### config.mk
export PLATFORM = sky130hd
export DESIGN_NAME = muldiv_unit
export DESIGN_NICKNAME = d
export VERILOG_FILES = /design/src/rtl/muldiv_unit.sv
export SDC_FILE = /design/constraint.sdc
export NUM_CORES = 1
export LEC_CHECK = 0
export BUFFER_PORTS_ARGS = -buffer_cell sky130_fd_sc_hd__buf_2
export CORE_MARGIN = 5
export CORE_UTILIZATION = 45
export DETAILED_ROUTE_END_ITERATION = 16
export HOLD_SLACK_MARGIN = 0.03
export PLACE_DENSITY = 0.7
export SYNTH_ARGS = -nofsm -noshare
export SYNTH_HDL_FRONTEND = slang
export SYNTH_SLANG_ARGS = --single-unit
### constraint.sdc
create_clock -name clk -period 7.62 [get_ports clk]
set_input_delay 1.524 -clock clk [delete_from_list [all_inputs] [get_ports clk]]
set_output_delay 1.524 -clock clk [all_outputs]
set_load 0.02 [all_outputs]
### src/rtl/muldiv_unit.sv
// -----------------------------------------------------------------------------
// muldiv_unit
// Iterative RV32M/RV64M multiply/divide unit. A multiply runs radix-2
// shift-add and a divide runs radix-2 restoring division, one bit per cycle,
// for XLEN cycles on unsigned magnitudes. The sign is fixed up when the result
// is written. Division by zero and signed overflow skip the iteration and go
// straight to DONE.
//
// Ports
//   clk     in   1     single clock, rising edge
//   rst     in   1     asynchronous active-high reset
//   start   in   1     begin an operation (sampled only in IDLE)
//   funct3  in   3     0 MUL 1 MULH 2 MULHSU 3 MULHU 4 DIV 5 DIVU 6 REM 7 REMU
//   op_a    in   XLEN  rs1 value
//   op_b    in   XLEN  rs2 value
//   flush   in   1     synchronous abort (wins over start)
//   busy    out  1     state is not IDLE
//   done    out  1     one-cycle pulse, result valid
//   result  out  XLEN  last completed result, held until the next DONE
// -----------------------------------------------------------------------------
module muldiv_unit #(
  parameter int XLEN = 32
) (
  input  logic            clk,
  input  logic            rst,
  input  logic            start,
  input  logic [2:0]      funct3,
  input  logic [XLEN-1:0] op_a,
  input  logic [XLEN-1:0] op_b,
  input  logic            flush,
  output logic            busy,
  output logic            done,
  output logic [XLEN-1:0] result
);

  localparam int CW = $clog2(XLEN) + 1;
  localparam logic [CW-1:0]   LAST_CNT = CW'(XLEN - 1);
  localparam logic [CW-1:0]   CNT_ONE  = CW'(1);
  localparam logic [XLEN-1:0] ZERO     = {XLEN{1'b0}};
  localparam logic [XLEN-1:0] ALL_ONES = {XLEN{1'b1}};
  localparam logic [XLEN-1:0] MIN_NEG  = {1'b1, {(XLEN-1){1'b0}}};

  typedef enum logic [1:0] {
    S_IDLE = 2'd0,
    S_CALC = 2'd1,
    S_DONE = 2'd2
  } state_t;

  function automatic logic [XLEN-1:0] neg_x(input logic [XLEN-1:0] v);
    return ~v + {{(XLEN-1){1'b0}}, 1'b1};
  endfunction

  function automatic logic [2*XLEN-1:0] neg_2x(input logic [2*XLEN-1:0] v);
    return ~v + {{(2*XLEN-1){1'b0}}, 1'b1};
  endfunction

  state_t            r_state;
  state_t            w_state_nxt;
  logic [2:0]        r_funct3;
  logic [XLEN-1:0]   r_hi;      // product high half / partial remainder
  logic [XLEN-1:0]   r_lo;      // multiplier bits / dividend-then-quotient bits
  logic [XLEN-1:0]   r_b_mag;   // multiplicand or divisor magnitude
  logic              r_neg;     // negate the magnitude result at the end
  logic [CW-1:0]     r_cnt;
  logic [XLEN-1:0]   r_result;

  logic              w_a_signed, w_b_signed, w_a_neg, w_b_neg, w_neg_res;
  logic [XLEN-1:0]   w_a_mag, w_b_mag;
  logic              w_div_zero, w_ovf, w_fast;
  logic [XLEN-1:0]   w_fast_res;
  logic [XLEN:0]     w_add, w_rem_sh, w_diff;
  logic [XLEN-1:0]   w_hi_nxt, w_lo_nxt, w_final;
  logic [2*XLEN-1:0] w_prod, w_prod_s;

  // Operand signedness from the requested op.
  always_comb begin
    w_a_signed = 1'b0;
    w_b_signed = 1'b0;
    case (funct3)
      3'd0, 3'd1, 3'd4, 3'd6: begin
        w_a_signed = 1'b1;
        w_b_signed = 1'b1;
      end
      3'd2: begin
        w_a_signed = 1'b1;
        w_b_signed = 1'b0;
      end
      default: begin
        w_a_signed = 1'b0;
        w_b_signed = 1'b0;
      end
    endcase
  end

  assign w_a_neg = w_a_signed & op_a[XLEN-1];
  assign w_b_neg = w_b_signed & op_b[XLEN-1];
  assign w_a_mag = w_a_neg ? neg_x(op_a) : op_a;
  assign w_b_mag = w_b_neg ? neg_x(op_b) : op_b;
  // A remainder takes the dividend's sign; everything else the XOR of signs.
  assign w_neg_res = (funct3[2] & funct3[1]) ? w_a_neg : (w_a_neg ^ w_b_neg);

  // Fast-path detection and its result (funct3[1] = remainder, funct3[0] = unsigned).
  assign w_div_zero = funct3[2] & (op_b == ZERO);
  assign w_ovf      = funct3[2] & ~funct3[0] & (op_a == MIN_NEG) & (op_b == ALL_ONES);
  assign w_fast     = w_div_zero | w_ovf;
  assign w_fast_res = w_div_zero ? (funct3[1] ? op_a : ALL_ONES)
                                 : (funct3[1] ? ZERO : op_a);

  // One radix-2 step for the latched op: shift-add or restoring subtract.
  always_comb begin
    w_add    = {1'b0, r_hi} + (r_lo[0] ? {1'b0, r_b_mag} : {(XLEN+1){1'b0}});
    w_rem_sh = {r_hi, r_lo[XLEN-1]};
    w_diff   = w_rem_sh - {1'b0, r_b_mag};
    if (r_funct3[2]) begin
      // Borrow out (w_diff[XLEN]) means the trial subtract failed: restore.
      if (!w_diff[XLEN]) begin
        w_hi_nxt = w_diff[XLEN-1:0];
      end else begin
        w_hi_nxt = w_rem_sh[XLEN-1:0];
      end
      w_lo_nxt = {r_lo[XLEN-2:0], ~w_diff[XLEN]};
    end else begin
      w_hi_nxt = w_add[XLEN:1];
      w_lo_nxt = {w_add[0], r_lo[XLEN-1:1]};
    end
  end

  // Sign-corrected result built from the final iteration's outputs.
  always_comb begin
    w_prod   = {w_hi_nxt, w_lo_nxt};
    w_prod_s = r_neg ? neg_2x(w_prod) : w_prod;
    if (r_funct3[2]) begin
      if (r_funct3[1]) begin
        w_final = r_neg ? neg_x(w_hi_nxt) : w_hi_nxt;
      end else begin
        w_final = r_neg ? neg_x(w_lo_nxt) : w_lo_nxt;
      end
    end else if (r_funct3[1:0] == 2'd0) begin
      w_final = w_prod_s[XLEN-1:0];
    end else begin
      w_final = w_prod_s[2*XLEN-1:XLEN];
    end
  end

  // State register.
  always_ff @(posedge clk or posedge rst) begin
    if (rst) begin
      r_state <= S_IDLE;
    end else begin
      r_state <= w_state_nxt;
    end
  end

  // Next-state logic.
  always_comb begin
    w_state_nxt = r_state;
    case (r_state)
      S_IDLE: begin
        if (start && !flush) begin
          w_state_nxt = w_fast ? S_DONE : S_CALC;
        end else begin
          w_state_nxt = S_IDLE;
        end
      end
      S_CALC: begin
        if (flush) begin
          w_state_nxt = S_IDLE;
        end else if (r_cnt == LAST_CNT) begin
          w_state_nxt = S_DONE;
        end else begin
          w_state_nxt = S_CALC;
        end
      end
      S_DONE:  w_state_nxt = S_IDLE;
      default: w_state_nxt = S_IDLE;
    endcase
  end

  // Outputs decoded from the state register.
  always_comb begin
    busy   = (r_state != S_IDLE);
    done   = (r_state == S_DONE);
    result = r_result;
  end

  // Datapath: latch operands on accept, iterate in CALC, write result on DONE entry.
  always_ff @(posedge clk or posedge rst) begin
    if (rst) begin
      r_funct3 <= 3'd0;
      r_hi     <= ZERO;
      r_lo     <= ZERO;
      r_b_mag  <= ZERO;
      r_neg    <= 1'b0;
      r_cnt    <= {CW{1'b0}};
      r_result <= ZERO;
    end else begin
      case (r_state)
        S_IDLE: begin
          if (start && !flush) begin
            r_funct3 <= funct3;
            r_hi     <= ZERO;
            r_lo     <= w_a_mag;
            r_b_mag  <= w_b_mag;
            r_neg    <= w_neg_res;
            r_cnt    <= {CW{1'b0}};
            if (w_fast) begin
              r_result <= w_fast_res;
            end
          end
        end
        S_CALC: begin
          if (!flush) begin
            r_hi  <= w_hi_nxt;
            r_lo  <= w_lo_nxt;
            r_cnt <= r_cnt + CNT_ONE;
            if (r_cnt == LAST_CNT) begin
              r_result <= w_final;
            end
          end
        end
        default: begin
          r_hi <= r_hi;
        end
      endcase
    end
  end

endmodule

[Word-level counts from Yosys, hierarchy flattened]
Cells that the tools add are included.
Word-level totals
  register bits: 140
  bits of input ports: 71
  output and inout port bits: 34
  logic and storage cells: 95
Cells by class
  add/subtract/negate cells: 8
  equality and inequality tests: 13
  multiplexer cells: 37
  bitwise operators: 16
  reduce and logical (&&, ||, !) cells: 13
Operator list (count)
  $mux 32: 22
  $pmux 32 s2: 3
  $add 32x1->32 const B: 4
  $not 32->32: 4
  $add 64x1->64 const B: 1
  $eq 32x32->1 const B: 2
  $mux 64: 1
  $not 64->64: 1
  $add 32x32->33: 1
  $sub 33x32->33: 1
  $logic_not 32->1: 1
  $mux 6: 2
  $pmux 6 s2: 1
  $mux 2: 4
  $ne 2x2->1 const B: 4
  $and 1x1->1: 7
  $add 6x1->6 const B: 1
  $eq 3x3->1 const B: 2
  $eq 6x5->1 const B: 1
  $reduce_and 5->1: 1
  $reduce_or 5->1: 1
  $logic_not 2->1: 2
  $pmux 2 s2: 1
  $reduce_bool 2->1: 2
  other kinds (14): 17

[Longest topological paths before layout]
  depth after elaboration: 11
  gate-level depth with buffers: 25
  gate-level depth less buffers: 24

[Worst setup path before layout]
No wires, ideal clock.
  kind: reg-to-reg
  from: reg r_lo[31]
  to: reg r_result[30] (netlist: result[30])
  setup time: 0.077 ns
  arrival time: 5.181 ns
  required time: 7.543 ns
  path slack: 2.362 ns
  cell stages (with the launch flop): 26
  cells stage by stage: dfrtp_1 > inv_1 > ha_1 > fa_1 > nor2b_1 > o31ai_2 > a211oi_2 > o21a_1 > buf_2 > o21ai_2 > nand2_2 > nor2_1 > nor2_1 > ha_1 > nand2_1 > or2_1 > or2_2 > nor2b_1 > nand2_1 > nand2_1 > nand2b_1 > or4b_4 > o41ai_2 > xor2_1 > a21oi_1 > a21oi_1
On the way
  longest elaborated chain between the ends: 11
  elaborated cells on any way between the ends: 20
  classes of those cells: add/sub (4); mux (12); bitwise (4)
Ends and longest elaborated chain
  start, declared: RTL line 61  | logic [XLEN-1:0] r_lo;
  start signal, assigned: RTL line 202  | r_lo <= w_a_mag;
  start signal, assigned: RTL line 214  | r_lo <= w_lo_nxt;
  $sub 33x32->33: RTL line 113  | w_diff = w_rem_sh - {1'b0, r_b_mag};
  $mux 32 or $not 1->1 (tied branches): RTL line 116, 121
  $mux 32: RTL line 114  | if (r_funct3[2]) begin
  $not 64->64 or $not 32->32 (tied branches): RTL line 54, 50
  $add 64x1->64 or $add 32x1->32 (tied branches): RTL line 54, 50
  $mux 64, or another cell as far along: RTL line 131  | w_prod_s = r_neg ? neg_2x(w_prod) : w_prod;
  $mux 32, on equally long branches: RTL line 138, 133
  $mux 32 *: RTL line 132  | if (r_funct3[2]) begin
  $mux 32 *: RTL line 216  | if (r_cnt == LAST_CNT) begin
  $mux 32 *: RTL line 212  | if (!flush) begin
  $pmux 32 s2 *: RTL line 197  | case (r_state)
  end signal, assigned: RTL line 207  | r_result <= w_fast_res;
  end signal, assigned: RTL line 217  | r_result <= w_final;
  end, declared: RTL line 65  | logic [XLEN-1:0] r_result;
Mark *: on every way between the ends. The rest lies on a longest branch, timed or not. The select of a mux whose other input is x is not followed.
A chain may end at the register's enable or synchronous reset.

[Final worst setup path]
  from: reg r_lo[31]
  to: reg r_result[14] (netlist: result[14])
Same word-level chain as after synthesis.

==> results.toml <==
[outcome]
status = "completed"

[setup_path]
cp-start-kind = "register"
r2r_slack_ns = 0.84
cp-endpoint = "result[14]"
reg2reg_to = "result[14]"
r2r_start = "r_lo[31]"
critical_path_arrival_ns = 7.18
crit_path_end_kind = "register"
reg2regPathDepth = 24
startpoint = "r_lo[31]"
required_ns = 8.02
worstPathMaxFanout = 17
path_class = "register to register"

[cts]
clk_pin_slew_worst_paths_ns = 0.06
ctsResizeCount = 0
cts_hold_buf = 0
postCtsSetupBuffers = 0
cts_num_sinks = 140
clock_latency_ns = 0.46
tritoncts = "yes"
htreeDepth = 4
cts_buffers = 17
cts_buffer_depth = 2
cts_root_buf = "clkbuf_16"

[place]
place_congestion = 1.009
dp_hpwl_mm = 51.34
portBuffers = 104
pre_cts_ws_ns = 1.071

[power]
p_total_mw = 7.157
p_leak_nw = 7.268
vdd_drop_max_uv = 236.0
powerDensity_mw_per_mm2 = 417.2

[routing]
wl_per_cell_um = 25.57
postRouteAntennaNets = 0
wl_mm = 66.42
drtIter0Drc = 2352
route.detailed.drc = 0
firstDrtPassIters = 6
num_vias = 17525
vias_per_cell = 6.746

[finish]
utilization = 0.4979
fillers = 3497
seq_area_mm2 = 0.003508
num_antenna_cells = 0
drive_above_1_share = 0.1185
area_growth_pct = 9.242
fin_nets = 2274
multi_input_area_mm2 = 0.01142

[timing]
layout_min_cycle_time_ns = 6.784
fin_crit_sh = 0.8903
hold_viol = 0
finClkSkew_ns = 0.01509
rsz0062_at_grt = "false"
maxSlewHeadroom = 0.3481
fin_setup_tns_ns = 0
slew_viol_final = 0
setup_viol = 0
finalWorstSetupSlack_ns = 0.8358
timing.hold.ws_ns = 0.4842
worst_slew_pin_slew_ns = 0.9643
max_freq_mhz = 147.4

[synthesis]
synth_edf_count = 0
async_flop_share = 1.000
syn_area_per_cell_um2 = 7.489
synthesis.area_mm2 = 0.01570
synth_area_leaders = "dfrtp_1 22%, o21ai_0 6.7%, nand2_1 6.4%"
yosysTopAreaCellShare = 0.2231
yosysMostFrequentCell = "nand2_1"
synthCells = 2097
yosys_warnings = 0
synth_area_leader_cell = "dfrtp_1"
synth_common_cells = "266 x nand2_1, 210 x o21ai_0, 148 x a21oi_1"
syn_nets = 2240
seq_area_frac_synth = 0.2231
ys_types = 103
synth_ff_type = "dfrtp_1"
ys_seq_elements = 140

[floorplan]
num_rows = 68
ios = 105
die_y_um = 196.8
die-area_mm2 = 0.03873
die_w_um = 196.8
initial_core_util = 0.4557
coreArea_mm2 = 0.03446

[global_routing]
first_global_vias = 16368
grt_first_pass_wirelength_mm = 99.76
gr-total-overflow = 0
antenna_found_initial = 2
grt_max_degree = 93
grt_usage = 0.3309

[flow_run]
cap_violations = 0

[worst_hold_path]
hold_path.class = "register to register"
[kinds of logic after synthesis]
family          after synthesis  synth area share
flops                       140            0.2231
simple gates                751            0.2364
xor+xnor                    154           0.08589
buf+inv                     198           0.05083
fa+ha+maj                    72           0.05832
mux                          59           0.03912
compound gates              723            0.3064
[cell type report]
| class | count | share of cell area |
|---|---|---|
| flip-flops and latches | 140 | 0.2045 |
| inverters | 73 | 0.01626 |
| clock buffers | 19 | 0.02640 |
| well taps | 455 | 0.03319 |
| clock inverters | 12 | 0.007148 |
| multi-input cells | 1759 | 0.6657 |
| repair buffers | 140 | 0.04682 |
[power breakdown]
part / internal [mW] / total (mW) / switching [mW]
registers: 0.926 / 1.22 / 0.291
clock network: 0.494 / 0.869 / 0.375
logic: 1.72 / 5.07 / 3.35
[through the flow]
| step | cell area [um2] | cells |
|---|---|---|
| 2_1_floorplan | 15700 | 2097 |
| 6_report | 17160 | 2598 |
| 5_1_grt | 17160 | 2598 |
| 3_3_place_gp | 16580 | 2567 |
| 4_1_cts | 17160 | 2598 |
| 3_5_place_dp | 16580 | 2567 |
[per-layer routing]
| metal | wire [um] | track usage | vias up |
|---|---|---|---|
| li1 | - | - | 7845 |
| met5 | 14 | 0 | - |
| met4 | 2671 | 0.1310 | 2 |
| met2 | 28410 | 0.4924 | 1063 |
| met1 | 27890 | 0.4666 | 8452 |
| met3 | 7436 | 0.07538 | 163 |
[how the worst min path moves through the flow]
stage	depth (start not counted)	slack (ns)	from	endpoint
floorplan	2	0.46	r_b_mag[23]	r_b_mag[23]
global route	2	0.51	result[6]	result[6]
global placement	2	0.47	result[6]	result[6]
detailed placement	2	0.48	result[6]	result[6]
finish	2	0.48	result[6]	result[6]
CTS	2	0.49	result[6]	result[6]
[sequential cells by signal, summed over array words and instances (netlist names)]
name	count
r_lo	32
r_b_mag	32
r_hi	32
r_cnt	6
r_state	2
r_funct3	3
r_neg	1
result	32
[cells in the final DEF, fill, tap and decap left out, drive strengths merged, types with 10 or more instances in the layout]
cell	instances
xnor2	75
and3	18
nor4	15
nor2b	14
nand4	34
clkbuf	19
o221ai	38
o41ai	11
o21a	18
nand2	268
a22o	19
a31oi	42
or2	15
nor2	151
xor2	79
nand3	43
o31ai	34
nor3b	10
nor3	62
a221oi	15
and2	41
o21ai	223
nand2b	11
o211ai	23
buf	140
ha	70
dfrtp	140
a21o	36
or3	26
inv	73
a211oi	33
mux2i	49
a21oi	151
[critical path: stages (launching register included)]
cell      delay, ns
dfrtp_1        0.42
inv_1          0.10
ha_1           0.23
fa_1           0.42
nor2b_1        0.24
o31ai_2        0.16
a211oi_2       0.27
o21a_1         0.49
o21ai_2        0.39
nand2_2        0.27
nor2_1         0.17
nor2_1         0.27
ha_1           0.24
nand2_1        0.11
or2_1          0.33
or2_2          0.37
nor2b_1        0.23
nand2_1        0.25
nand2_1        0.25
nand2b_1       0.12
or4b_4         0.56
nand3_1        0.11
a21oi_1        0.10
a221oi_1       0.36
o221a_2        0.25
No activity file was read; power rests on OpenSTA's default activity.
